[src/rtl/q_episode_ctrl.sv]
// Tic-tac-toe episode sequencer feeding the Q-learning update core.
// Optional per-outcome counters: define Q_STATS_EN.
module q_episode_ctrl #(
    parameter int         UPDATE_LAT  = 3,
    parameter logic [7:0] REWARD_WIN  = 8'd200,
    parameter logic [7:0] REWARD_DRAW = 8'd100,
    parameter logic [7:0] REWARD_LOSS = 8'd0,
    parameter logic [7:0] REWARD_STEP = 8'd50,
    parameter logic [7:0] LFSR_SEED   = 8'hA5
) (
    input  logic        clock,
    input  logic        reset,
    input  logic        start,
    input  logic [7:0]  epsilon,
    input  logic [3:0]  greedy_hint,
    input  logic        opp_valid,
    input  logic [3:0]  opp_move,
    output logic        opp_ready,
    output logic        opp_err,
    output logic [3:0]  action,
    output logic [17:0] state,
    output logic [17:0] next_state,
    output logic [7:0]  reward,
    output logic        upd_done,
    output logic        busy,
    output logic        done,
    output logic [1:0]  winner
`ifdef Q_STATS_EN
    ,
    output logic [15:0] win_cnt,
    output logic [15:0] loss_cnt,
    output logic [15:0] draw_cnt
`endif
);

    typedef enum logic [2:0] {
        S_IDLE, S_SELECT, S_SCAN, S_APPLY, S_OPP_WAIT, S_UPDATE, S_DONE
    } phase_t;

    localparam logic [7:0] LAST = 8'(UPDATE_LAT - 1);

    // Out-of-range cell indices read as occupied so they are never legal.
    function automatic logic [1:0] cell_get(input logic [17:0] b,
                                            input logic [3:0] idx);
        logic [17:0] t;
        if (idx == 4'd0 || idx > 4'd9) return 2'b11;
        t = b >> {idx - 4'd1, 1'b0};
        return t[1:0];
    endfunction

    function automatic logic [17:0] cell_set(input logic [17:0] b,
                                             input logic [3:0] idx,
                                             input logic [1:0] v);
        logic [4:0]  sh;
        logic [17:0] m;
        sh = {idx - 4'd1, 1'b0};
        m  = 18'd3 << sh;
        return (b & ~m) | ({16'd0, v} << sh);
    endfunction

    function automatic logic has_line(input logic [17:0] b,
                                      input logic [1:0] p);
        logic [1:0] c [0:8];
        for (int i = 0; i < 9; i++) c[i] = b[2*i +: 2];
        return (c[0] == p && c[1] == p && c[2] == p) ||
               (c[3] == p && c[4] == p && c[5] == p) ||
               (c[6] == p && c[7] == p && c[8] == p) ||
               (c[0] == p && c[3] == p && c[6] == p) ||
               (c[1] == p && c[4] == p && c[7] == p) ||
               (c[2] == p && c[5] == p && c[8] == p) ||
               (c[0] == p && c[4] == p && c[8] == p) ||
               (c[2] == p && c[4] == p && c[6] == p);
    endfunction

    function automatic logic is_full(input logic [17:0] b);
        logic f;
        f = 1'b1;
        for (int i = 0; i < 9; i++)
            if (b[2*i +: 2] == 2'b00) f = 1'b0;
        return f;
    endfunction

    phase_t      phase_q, phase_d;
    logic [17:0] board_q, board_d;
    logic [7:0]  lfsr_q;
    logic [3:0]  cell_q, cell_d;
    logic [3:0]  scan_left_q, scan_left_d;
    logic [7:0]  upd_cnt_q, upd_cnt_d;
    logic [17:0] s_q, s_d;
    logic [17:0] ns_q, ns_d;
    logic [7:0]  rew_q, rew_d;
    logic [1:0]  win_q, win_d;
    logic        term_q, term_d;

    logic [17:0] agent_board, opp_board;
    logic        opp_legal, explore;
    logic [3:0]  lfsr_lo, rand_cell, hint_next, scan_next;

    assign agent_board = cell_set(board_q, cell_q, 2'b01);
    assign opp_board   = cell_set(board_q, opp_move, 2'b10);
    assign opp_legal   = cell_get(board_q, opp_move) == 2'b00;
    assign explore     = lfsr_q < epsilon;
    assign lfsr_lo     = lfsr_q[3:0];
    assign rand_cell   = (lfsr_lo >= 4'd9 ? lfsr_lo - 4'd9 : lfsr_lo) + 4'd1;
    // A rejected hint resumes the search just past it, wrapping 9 -> 1.
    assign hint_next   = (greedy_hint >= 4'd1 && greedy_hint <= 4'd8) ?
                         greedy_hint + 4'd1 : 4'd1;
    assign scan_next   = (cell_q == 4'd9) ? 4'd1 : cell_q + 4'd1;

    always_comb begin
        phase_d     = phase_q;
        board_d     = board_q;
        cell_d      = cell_q;
        scan_left_d = scan_left_q;
        upd_cnt_d   = upd_cnt_q;
        s_d         = s_q;
        ns_d        = ns_q;
        rew_d       = rew_q;
        win_d       = win_q;
        term_d      = term_q;
        opp_err     = 1'b0;
        upd_done    = 1'b0;
        unique case (phase_q)
            S_IDLE, S_DONE: begin
                if (start) begin
                    board_d = '0;
                    win_d   = 2'b00;
                    phase_d = S_SELECT;
                end
            end
            S_SELECT: begin
                scan_left_d = 4'd9;
                if (explore) begin
                    cell_d  = rand_cell;
                    phase_d = S_SCAN;
                end else if (cell_get(board_q, greedy_hint) == 2'b00) begin
                    cell_d  = greedy_hint;
                    phase_d = S_APPLY;
                end else begin
                    cell_d  = hint_next;
                    phase_d = S_SCAN;
                end
            end
            S_SCAN: begin
                if (cell_get(board_q, cell_q) == 2'b00) begin
                    phase_d = S_APPLY;
                end else if (scan_left_q == 4'd1) begin
                    phase_d = S_DONE;
                end else begin
                    cell_d      = scan_next;
                    scan_left_d = scan_left_q - 4'd1;
                end
            end
            S_APPLY: begin
                s_d     = board_q;
                board_d = agent_board;
                if (has_line(agent_board, 2'b01)) begin
                    rew_d   = REWARD_WIN;
                    win_d   = 2'b01;
                    ns_d    = agent_board;
                    term_d  = 1'b1;
                    phase_d = S_UPDATE;
                end else if (is_full(agent_board)) begin
                    rew_d   = REWARD_DRAW;
                    ns_d    = agent_board;
                    term_d  = 1'b1;
                    phase_d = S_UPDATE;
                end else begin
                    term_d  = 1'b0;
                    phase_d = S_OPP_WAIT;
                end
            end
            S_OPP_WAIT: begin
                if (opp_valid) begin
                    if (!opp_legal) begin
                        opp_err = 1'b1;
                    end else begin
                        board_d = opp_board;
                        ns_d    = opp_board;
                        phase_d = S_UPDATE;
                        if (has_line(opp_board, 2'b10)) begin
                            rew_d  = REWARD_LOSS;
                            win_d  = 2'b10;
                            term_d = 1'b1;
                        end else if (is_full(opp_board)) begin
                            rew_d  = REWARD_DRAW;
                            term_d = 1'b1;
                        end else begin
                            rew_d  = REWARD_STEP;
                            term_d = 1'b0;
                        end
                    end
                end
            end
            S_UPDATE: begin
                if (upd_cnt_q == LAST) begin
                    upd_done  = 1'b1;
                    upd_cnt_d = 8'd0;
                    phase_d   = term_q ? S_DONE : S_SELECT;
                end else begin
                    upd_cnt_d = upd_cnt_q + 8'd1;
                end
            end
            default: phase_d = S_IDLE;
        endcase
    end

    always_ff @(posedge clock) begin
        if (reset) begin
            phase_q     <= S_IDLE;
            board_q     <= '0;
            lfsr_q      <= LFSR_SEED;
            cell_q      <= '0;
            scan_left_q <= '0;
            upd_cnt_q   <= '0;
            s_q         <= '0;
            ns_q        <= '0;
            rew_q       <= '0;
            win_q       <= '0;
            term_q      <= 1'b0;
        end else begin
            phase_q     <= phase_d;
            board_q     <= board_d;
            lfsr_q      <= {lfsr_q[6:0],
                            lfsr_q[7] ^ lfsr_q[5] ^ lfsr_q[4] ^ lfsr_q[3]};
            cell_q      <= cell_d;
            scan_left_q <= scan_left_d;
            upd_cnt_q   <= upd_cnt_d;
            s_q         <= s_d;
            ns_q        <= ns_d;
            rew_q       <= rew_d;
            win_q       <= win_d;
            term_q      <= term_d;
        end
    end

`ifdef Q_STATS_EN
    logic done_entry;
    assign done_entry = (phase_d == S_DONE) && (phase_q != S_DONE);

    always_ff @(posedge clock) begin
        if (reset) begin
            win_cnt  <= '0;
            loss_cnt <= '0;
            draw_cnt <= '0;
        end else if (done_entry) begin
            if (win_q == 2'b01 && win_cnt != 16'hFFFF)
                win_cnt <= win_cnt + 16'd1;
            if (win_q == 2'b10 && loss_cnt != 16'hFFFF)
                loss_cnt <= loss_cnt + 16'd1;
            if (win_q == 2'b00 && draw_cnt != 16'hFFFF)
                draw_cnt <= draw_cnt + 16'd1;
        end
    end
`endif

    assign opp_ready  = phase_q == S_OPP_WAIT;
    assign action     = (phase_q == S_UPDATE) ? cell_q : 4'd0;
    assign state      = s_q;
    assign next_state = ns_q;
    assign reward     = rew_q;
    assign busy       = phase_q != S_IDLE && phase_q != S_DONE;
    assign done       = phase_q == S_DONE;
    assign winner     = win_q;

endmodule
[config.mk]
export PLATFORM = sky130hd
export DESIGN_NAME = q_episode_ctrl
export DESIGN_NICKNAME = d
export VERILOG_FILES = /design/src/rtl/q_episode_ctrl.sv
export SDC_FILE = /design/constraint.sdc
export NUM_CORES = 1
export LEC_CHECK = 0
export ABC_AREA = 1
export CAP_MARGIN = 20
export CORE_MARGIN = 3
export CORE_UTILIZATION = 56
export DETAILED_ROUTE_END_ITERATION = 12
export PLACE_DENSITY = 0.81
export RECOVER_POWER = 100
export SLEW_MARGIN = 20
export SYNTH_ARGS = -nofsm -noshare
export SYNTH_HDL_FRONTEND = slang
export SYNTH_SLANG_ARGS = --single-unit
[constraint.sdc]
create_clock -name clock -period 4 [get_ports clock]
set_input_delay 0.8 -clock clock [delete_from_list [all_inputs] [get_ports clock]]
set_output_delay 0.8 -clock clock [all_outputs]
set_load 0.01 [all_outputs]
==> impl_metrics.env, run 1 <==
export IMPL_antenna_found_initial=0
export IMPL_cts_htree_levels=3
export IMPL_clock_sinks=89
export IMPL_cp_arrival_ns=2.83
export IMPL_skew_ns=0.0191
export IMPL_cts_tree="done"
export IMPL_fin_crit_sh_pct=90.7
export IMPL_start_kind="primary input"
export IMPL_clk_pin_slew_ns=0.09
export IMPL_synth_most_common_cell="nand2_1"
export IMPL_syn_area_um2=5820
export IMPL_p_leak_uw=0.00315
export IMPL_dieArea_um2=11600
export IMPL_rrSetupSlack_ns=0.43
export IMPL_cp_max_fo=6
export IMPL_vdd_ir_drop_max_mv=0.355
export IMPL_worst_pin_slew_ns=1.24
export IMPL_power_uw=3450
export IMPL_cp_data_required_time_ns=3.20
export IMPL_synth_seq_cells=89
export IMPL_fin_area_um2=6800
export IMPL_drc=0
export IMPL_ys_types=47
export IMPL_status="complete, no violations"
export IMPL_whs_path_depth=2
export IMPL_finalCoreUtilization_pct=68.3
export IMPL_synth_avg_cell_area_um2=6.67
export IMPL_finalCriticalPeriod_ns=3.63
export IMPL_maxSlewHeadroom_pct=17.5
export IMPL_internal_power_uw=1850
export IMPL_synth_top_area_share_pct=30.6
export IMPL_clock_latency_ns=0.37
export IMPL_hp_start="lfsr_q[5]$_SDFF_PP1_"
export IMPL_max_freq_ghz=0.276
export IMPL_core_um2=9950
export IMPL_slew_viol_final=0
export IMPL_syn_to_final_growth_pct=16.8
export IMPL_holdCritPathClass="reg2reg"
export IMPL_via_per_inst=5.47
export IMPL_nets=987
export IMPL_r2r_start="phase_q[1]$_SDFFE_PP0P_"
export IMPL_detail_route_iter0_violations=598
export IMPL_finalSetupTns_ns=0
export IMPL_cts_buffers=9
export IMPL_root_buffer="clkbuf_8"
export IMPL_grt_setup_unrepaired="false"
export IMPL_synth_seq_area_share_pct=30.6
export IMPL_report_final_hold_viol_count=0
export IMPL_switchingPower_uw=1590
export IMPL_dr_total_vias=5873
export IMPL_synth_area_leaders="dfxtp_1 (31%), nand2_1 (12%), o21ai_0 (9.7%)"
export IMPL_drive_gt1_share_pct=9.14
export IMPL_cts_hold_buffers_added=0
export IMPL_synth_ff_type="dfxtp_1"
export IMPL_grt_pass1_wl_mm=24.1
export IMPL_drv_cap=0
export IMPL_p_clk_share_pct=19.2
export IMPL_setup_worst_path_end_class="output pin"
export IMPL_dpl_instance_area_um2=6580
export IMPL_port_buffers=73
export IMPL_grt_max_degree=58
export IMPL_synth_top_area_cell="dfxtp_1"
export IMPL_diodes=0
export IMPL_routedWlPerCell_um=13.6
export IMPL_grt_overflow=0
export IMPL_grtUsageTotal_pct=25.5
export IMPL_setup_viol_count_final=0
export IMPL_p_seq_share_pct=33.1
export IMPL_firstDrtPassIters=6
export IMPL_worstRegToRegCells=12
export IMPL_initial_core_util_pct=58.4
export IMPL_r2r_end="board_q[6]$_SDFFE_PP0P_"
export IMPL_ys_top_cells_by_count="nand2_1 (180), o21ai_0 (113), inv_1 (94)"
export IMPL_synth_edf_count=0
export IMPL_synthArstFlopShare_pct=0
export IMPL_routed_wl_mm=14.6
export IMPL_sw_frac_of_total_pct=46.2
export IMPL_syn_inst=872
export IMPL_gp_congestion=0.972
export IMPL_ant_nets=0
export IMPL_grt_pass1_vias=5199
export IMPL_syn_nets=923
export IMPL_clockBufferDepth=2
export IMPL_dieHeight_um=108
export IMPL_fp_row_count=36
export IMPL_p_per_area_nw_per_um2=507
export IMPL_yosys_warnings=0
export IMPL_pin_count=75
export IMPL_hpwl_mm=11.0
export IMPL_fp_dieW_um=108
export IMPL_hold_path_end="lfsr_q[6]$_SDFF_PP0_"
export IMPL_path_class="in2out"
export IMPL_power_share_combinational_pct=47.7
[stage by stage]
stage          worst slack [ns]  instances  hold WS (ns)
2_1_floorplan              1.22        872         0.419
3_3_place_gp             0.0908       1058         0.425
3_5_place_dp            -0.0103       1058         0.437
4_1_cts                  0.0738       1074         0.460
5_1_grt                   0.206       1074         0.492
6_report                  0.372       1074         0.454
[logic make-up (layout without fill, tap and decap cells)]
logic type	Yosys count	in the layout	synth area share, %
simple gates	373	373	28.6
buf+inv	132	201	10.2
compound gates	234	234	21.7
xor+xnor	12	12	2.07
flops	89	89	30.6
other cells	1	1	0.0645
fa+ha+maj	31	31	6.67
[layer usage]
layer / up-vias / share of wire [%] / global-route usage, % / wire [um]
met5: - / 0 / 0 / 0
met4: 0 / 2.6 / 7.21 / 381
met3: 38 / 6.2 / 4.86 / 898
met2: 197 / 45 / 41.3 / 6590
met1: 2647 / 46 / 34.6 / 6700
li1: 2991 / - / - / -
[what timing repair did]
item                                   in CTS  in global routing
setup endpoints to repair                   1                  1
resized for setup                           1                  3
endpoints found under the hold margin       0                  0
buffers inserted                            0                  0
[state kept, by name (all words and copies together), names as in the netlist]
name         flops
term_q           1
phase_q          3
scan_left_q      4
state           18
board_q         18
lfsr_q           8
reward           5
cell_q           4
next_state      18
upd_cnt_q        8
winner           2
[power by group through the flow]
stage | Combinational (uW) | Sequential (uW) | Clock (uW)
2_1_floorplan | 1260 | 1140 | 0
3_3_place_gp | 1600 | 1160 | 0
3_5_place_dp | 1630 | 1160 | 0
5_1_grt | 1850 | 1160 | 703
4_1_cts | 1640 | 1140 | 667
6_report | 1640 | 1140 | 661
[critical path, cell delays in order]
cell and delay (ns):
clkdlybuf4s50_1 0.47, inv_1 0.14, ha_1 0.27, xnor2_1 0.22
inv_1 0.10, nor2_1 0.18, nand2_1 0.08, nand3_1 0.08
nand2_1 0.16, nand2_1 0.13, nor2_1 0.04, dlymetal6s2s_1 0.16
[how the worst max path moves through the flow]
stage,from,end,slack (ns),cells after the start
after detailed placement,opp_move[1],opp_err,-0.01,13
after global routing,opp_move[0],opp_err,0.21,12
after global placement,opp_move[1],opp_err,0.09,13
after CTS,opp_move[1],opp_err,0.07,12
final,opp_move[0],opp_err,0.37,12
after floorplan,opp_move[0],opp_err,1.22,11
[cells in the final DEF (no fill, tap or decap), drive strengths merged, types with 2 or more instances in the layout]
cell           Yosys  routed
o22ai              8       8
xor2               9       9
nor3               9       9
xnor2              3       3
ha                31      31
inv              101     103
nand4              8       8
a21oi             71      71
dlymetal6s2s       0       2
nand3             39      39
o31ai              3       3
a31oi              6       6
nand2            195     195
clkdlybuf4s50      0      17
or2                6       6
clkbuf            15      13
dfxtp             89      89
clkinv             1       3
a211oi             2       2
buf               15       7
o211ai             4       4
o21ai            137     137
nor2             114     114
dlygate4sd3        0      54
[layout make-up]
class                           instances  area (um2)
Clock inverter                          6        72.6
Tap cell                              133         166
Clock buffer                           10         138
Fill cell                             859        3160
Sequential cell                        89        1780
Multi-Input combinational cell        651        3450
Timing Repair Buffer                   83         801
Inverter                              102         388
Power figures use the tool's default switching activity.
==> run 2, diff against run 1 <==
- SETUP_SLACK_MARGIN: not set -> 0.02
==> results of run 2 <==
No change in the layout: final DEF, timing and power equal those of run 1.
==> run 3, diff against run 2 <==
- CORE_MARGIN: 3 -> not set
- CORE_UTILIZATION: 56 -> 60
- PLACE_DENSITY: 0.81 -> 0.86
==> impl_metrics.env, run 3 (synthesis gave the netlist of run 1 again) <==
export IMPL_detail_route_iter0_violations=472
export IMPL_switchingPower_uw=1680
export IMPL_clock_latency_ns=0.37
export IMPL_p_per_area_nw_per_um2=515
export IMPL_dr_total_vias=6090
export IMPL_worstRegToRegCells=17
export IMPL_final_common_cell="nand2_1"
export IMPL_p_seq_share_pct=33.2
export IMPL_port_buffers=73
export IMPL_holdCritPathClass="reg2reg"
export IMPL_p_clk_share_pct=16.9
export IMPL_finalSetupTns_ns=0
export IMPL_cp_arrival_ns=2.83
export IMPL_cts_htree_levels=3
export IMPL_clk_pin_slew_ns=0.10
export IMPL_sw_frac_of_total_pct=48.5
export IMPL_routedWlPerCell_um=15.4
export IMPL_setup_viol_count_final=0
export IMPL_fp_dieW_um=100
export IMPL_grt_overflow=0
export IMPL_nets=988
export IMPL_whs_ns=0.443
export IMPL_whs_path_depth=1
export IMPL_grt_max_degree=63
export IMPL_routed_wl_mm=16.5
export IMPL_clock_sinks=89
export IMPL_worst_pin_slew_ns=1.11
export IMPL_final_cell_mix="nand2_1 (180), o21ai_0 (113), nor2_1 (103)"
export IMPL_syn_to_final_growth_pct=15.3
export IMPL_drv_cap=0
export IMPL_status="complete, no violations"
export IMPL_initial_core_util_pct=62.3
export IMPL_rrSetupSlack_ns=0.63
export IMPL_grt_pass1_wl_mm=26.7
export IMPL_power_share_combinational_pct=49.9
export IMPL_cts_buffers=9
export IMPL_slew_viol_final=0
export IMPL_start_kind="primary input"
export IMPL_root_buffer="clkbuf_8"
export IMPL_cp_max_fo=6
export IMPL_cp_data_required_time_ns=3.20
export IMPL_max_freq_ghz=0.276
export IMPL_clockBufferDepth=2
export IMPL_cp_slowest_cell="clkdlybuf4s50_1"
export IMPL_path_cells="clkdlybuf4s50_1, inv_2, ha_1, xnor2_1, inv_1, nor2_1, nand2_1, nand3_1, nand2_2, nand2_1, nor2_1, dlymetal6s2s_1"
export IMPL_skew_ns=0.0147
export IMPL_core_um2=9330
export IMPL_fp_row_count=35
export IMPL_gp_congestion=0.923
export IMPL_diodes=0
export IMPL_setup_worst_path_end_class="output pin"
export IMPL_drc=0
export IMPL_via_per_inst=5.69
export IMPL_slowest_delay_ns=0.49
export IMPL_drive_gt1_share_pct=7.97
export IMPL_path_class="in2out"
export IMPL_grt_pass1_vias=5708
export IMPL_hpwl_mm=12.5
export IMPL_grtUsageTotal_pct=33.6
export IMPL_finalCriticalPeriod_ns=3.63
export IMPL_dieArea_um2=10100
export IMPL_pin_count=75
export IMPL_dpl_instance_area_um2=6580
export IMPL_internal_power_uw=1780
export IMPL_maxSlewHeadroom_pct=26.2
export IMPL_p_leak_uw=0.00311
export IMPL_ant_nets=0
export IMPL_vdd_ir_drop_max_mv=0.328
export IMPL_fin_crit_sh_pct=90.6
export IMPL_dieHeight_um=100
export IMPL_antenna_found_initial=0
export IMPL_fin_area_um2=6710
export IMPL_report_final_hold_viol_count=0
export IMPL_grt_setup_unrepaired="false"
export IMPL_cts_tree="done"
export IMPL_firstDrtPassIters=5
-- run 3: changes by cell type in the layout (fill, tap and decap cells not counted), moves of 2 or more --
| cell | change |
|---|---|
| nand2_2 | +2 |
| o21ai_0 | -15 |
| o21ai_1 | +15 |
| nor2_2 | -11 |
| nor2_1 | +11 |
-- run 3: path summary, 6_finish.rpt --
path,startpoint,to
worst max register to register,cell_q[0]$_SDFFE_PP0P_,winner[0]$_SDFFE_PP0P_
worst min-delay path,lfsr_q[6]$_SDFF_PP0_,lfsr_q[7]$_SDFF_PP1_
worst max-delay path,opp_move[0],opp_err
worst min register to register,lfsr_q[6]$_SDFF_PP0_,lfsr_q[7]$_SDFF_PP1_
-- run 3: power groups by stage --
stage | sequential (uW) | combinational [uW] | clock, uW
floorplan | 1140 | 1260 | 0
global placement | 1160 | 1640 | 0
detailed placement | 1160 | 1700 | 0
CTS | 1140 | 1720 | 589
global route | 1170 | 1910 | 630
finish | 1150 | 1730 | 585
-- run 3: cell type report --
class | instances | area (um2)
inverters | 102 | 388
clock buffers | 9 | 124
multi-input cells | 651 | 3400
repair buffers | 84 | 802
flip-flops and latches | 89 | 1780
clock inverters | 6 | 50.0
fillers | 791 | 2620
well taps | 129 | 161
-- run 3: critical path, delay by kind of cell --
| kind | cells | cell delay (ns) |
|---|---|---|
| buf+inv | 4 | 0.88 |
| simple gates | 6 | 0.62 |
| xor+xnor | 1 | 0.26 |
| fa+ha+maj | 1 | 0.24 |
-- run 3: repair_timing --
action	4_1_cts	5_1_grt
endpoints found under the setup margin	1	1
pin swaps	0	0
gates resized for setup	1	3
setup buffers	0	1
hold buffers	0	0
-- run 3: routing by layer --
metal / up-vias / global-route usage (%) / routed length [um]
met3: 69 / 5.20 / 1090
met5: - / 0 / 0
met1: 2744 / 39.7 / 6760
met2: 293 / 59.0 / 7790
li1: 2984 / - / -
met4: 0 / 16.9 / 832
-- run 3: through the flow --
stage	instances	worst slack, ns	total power, uW	util, %
global placement	1054	0.0884	2800	70.5
CTS	1069	0.0726	3450	72.4
floorplan	872	1.22	2400	-
detailed placement	1054	0.0293	2860	70.5
finish	1070	0.374	3460	71.9
global route	1070	0.175	3710	71.9
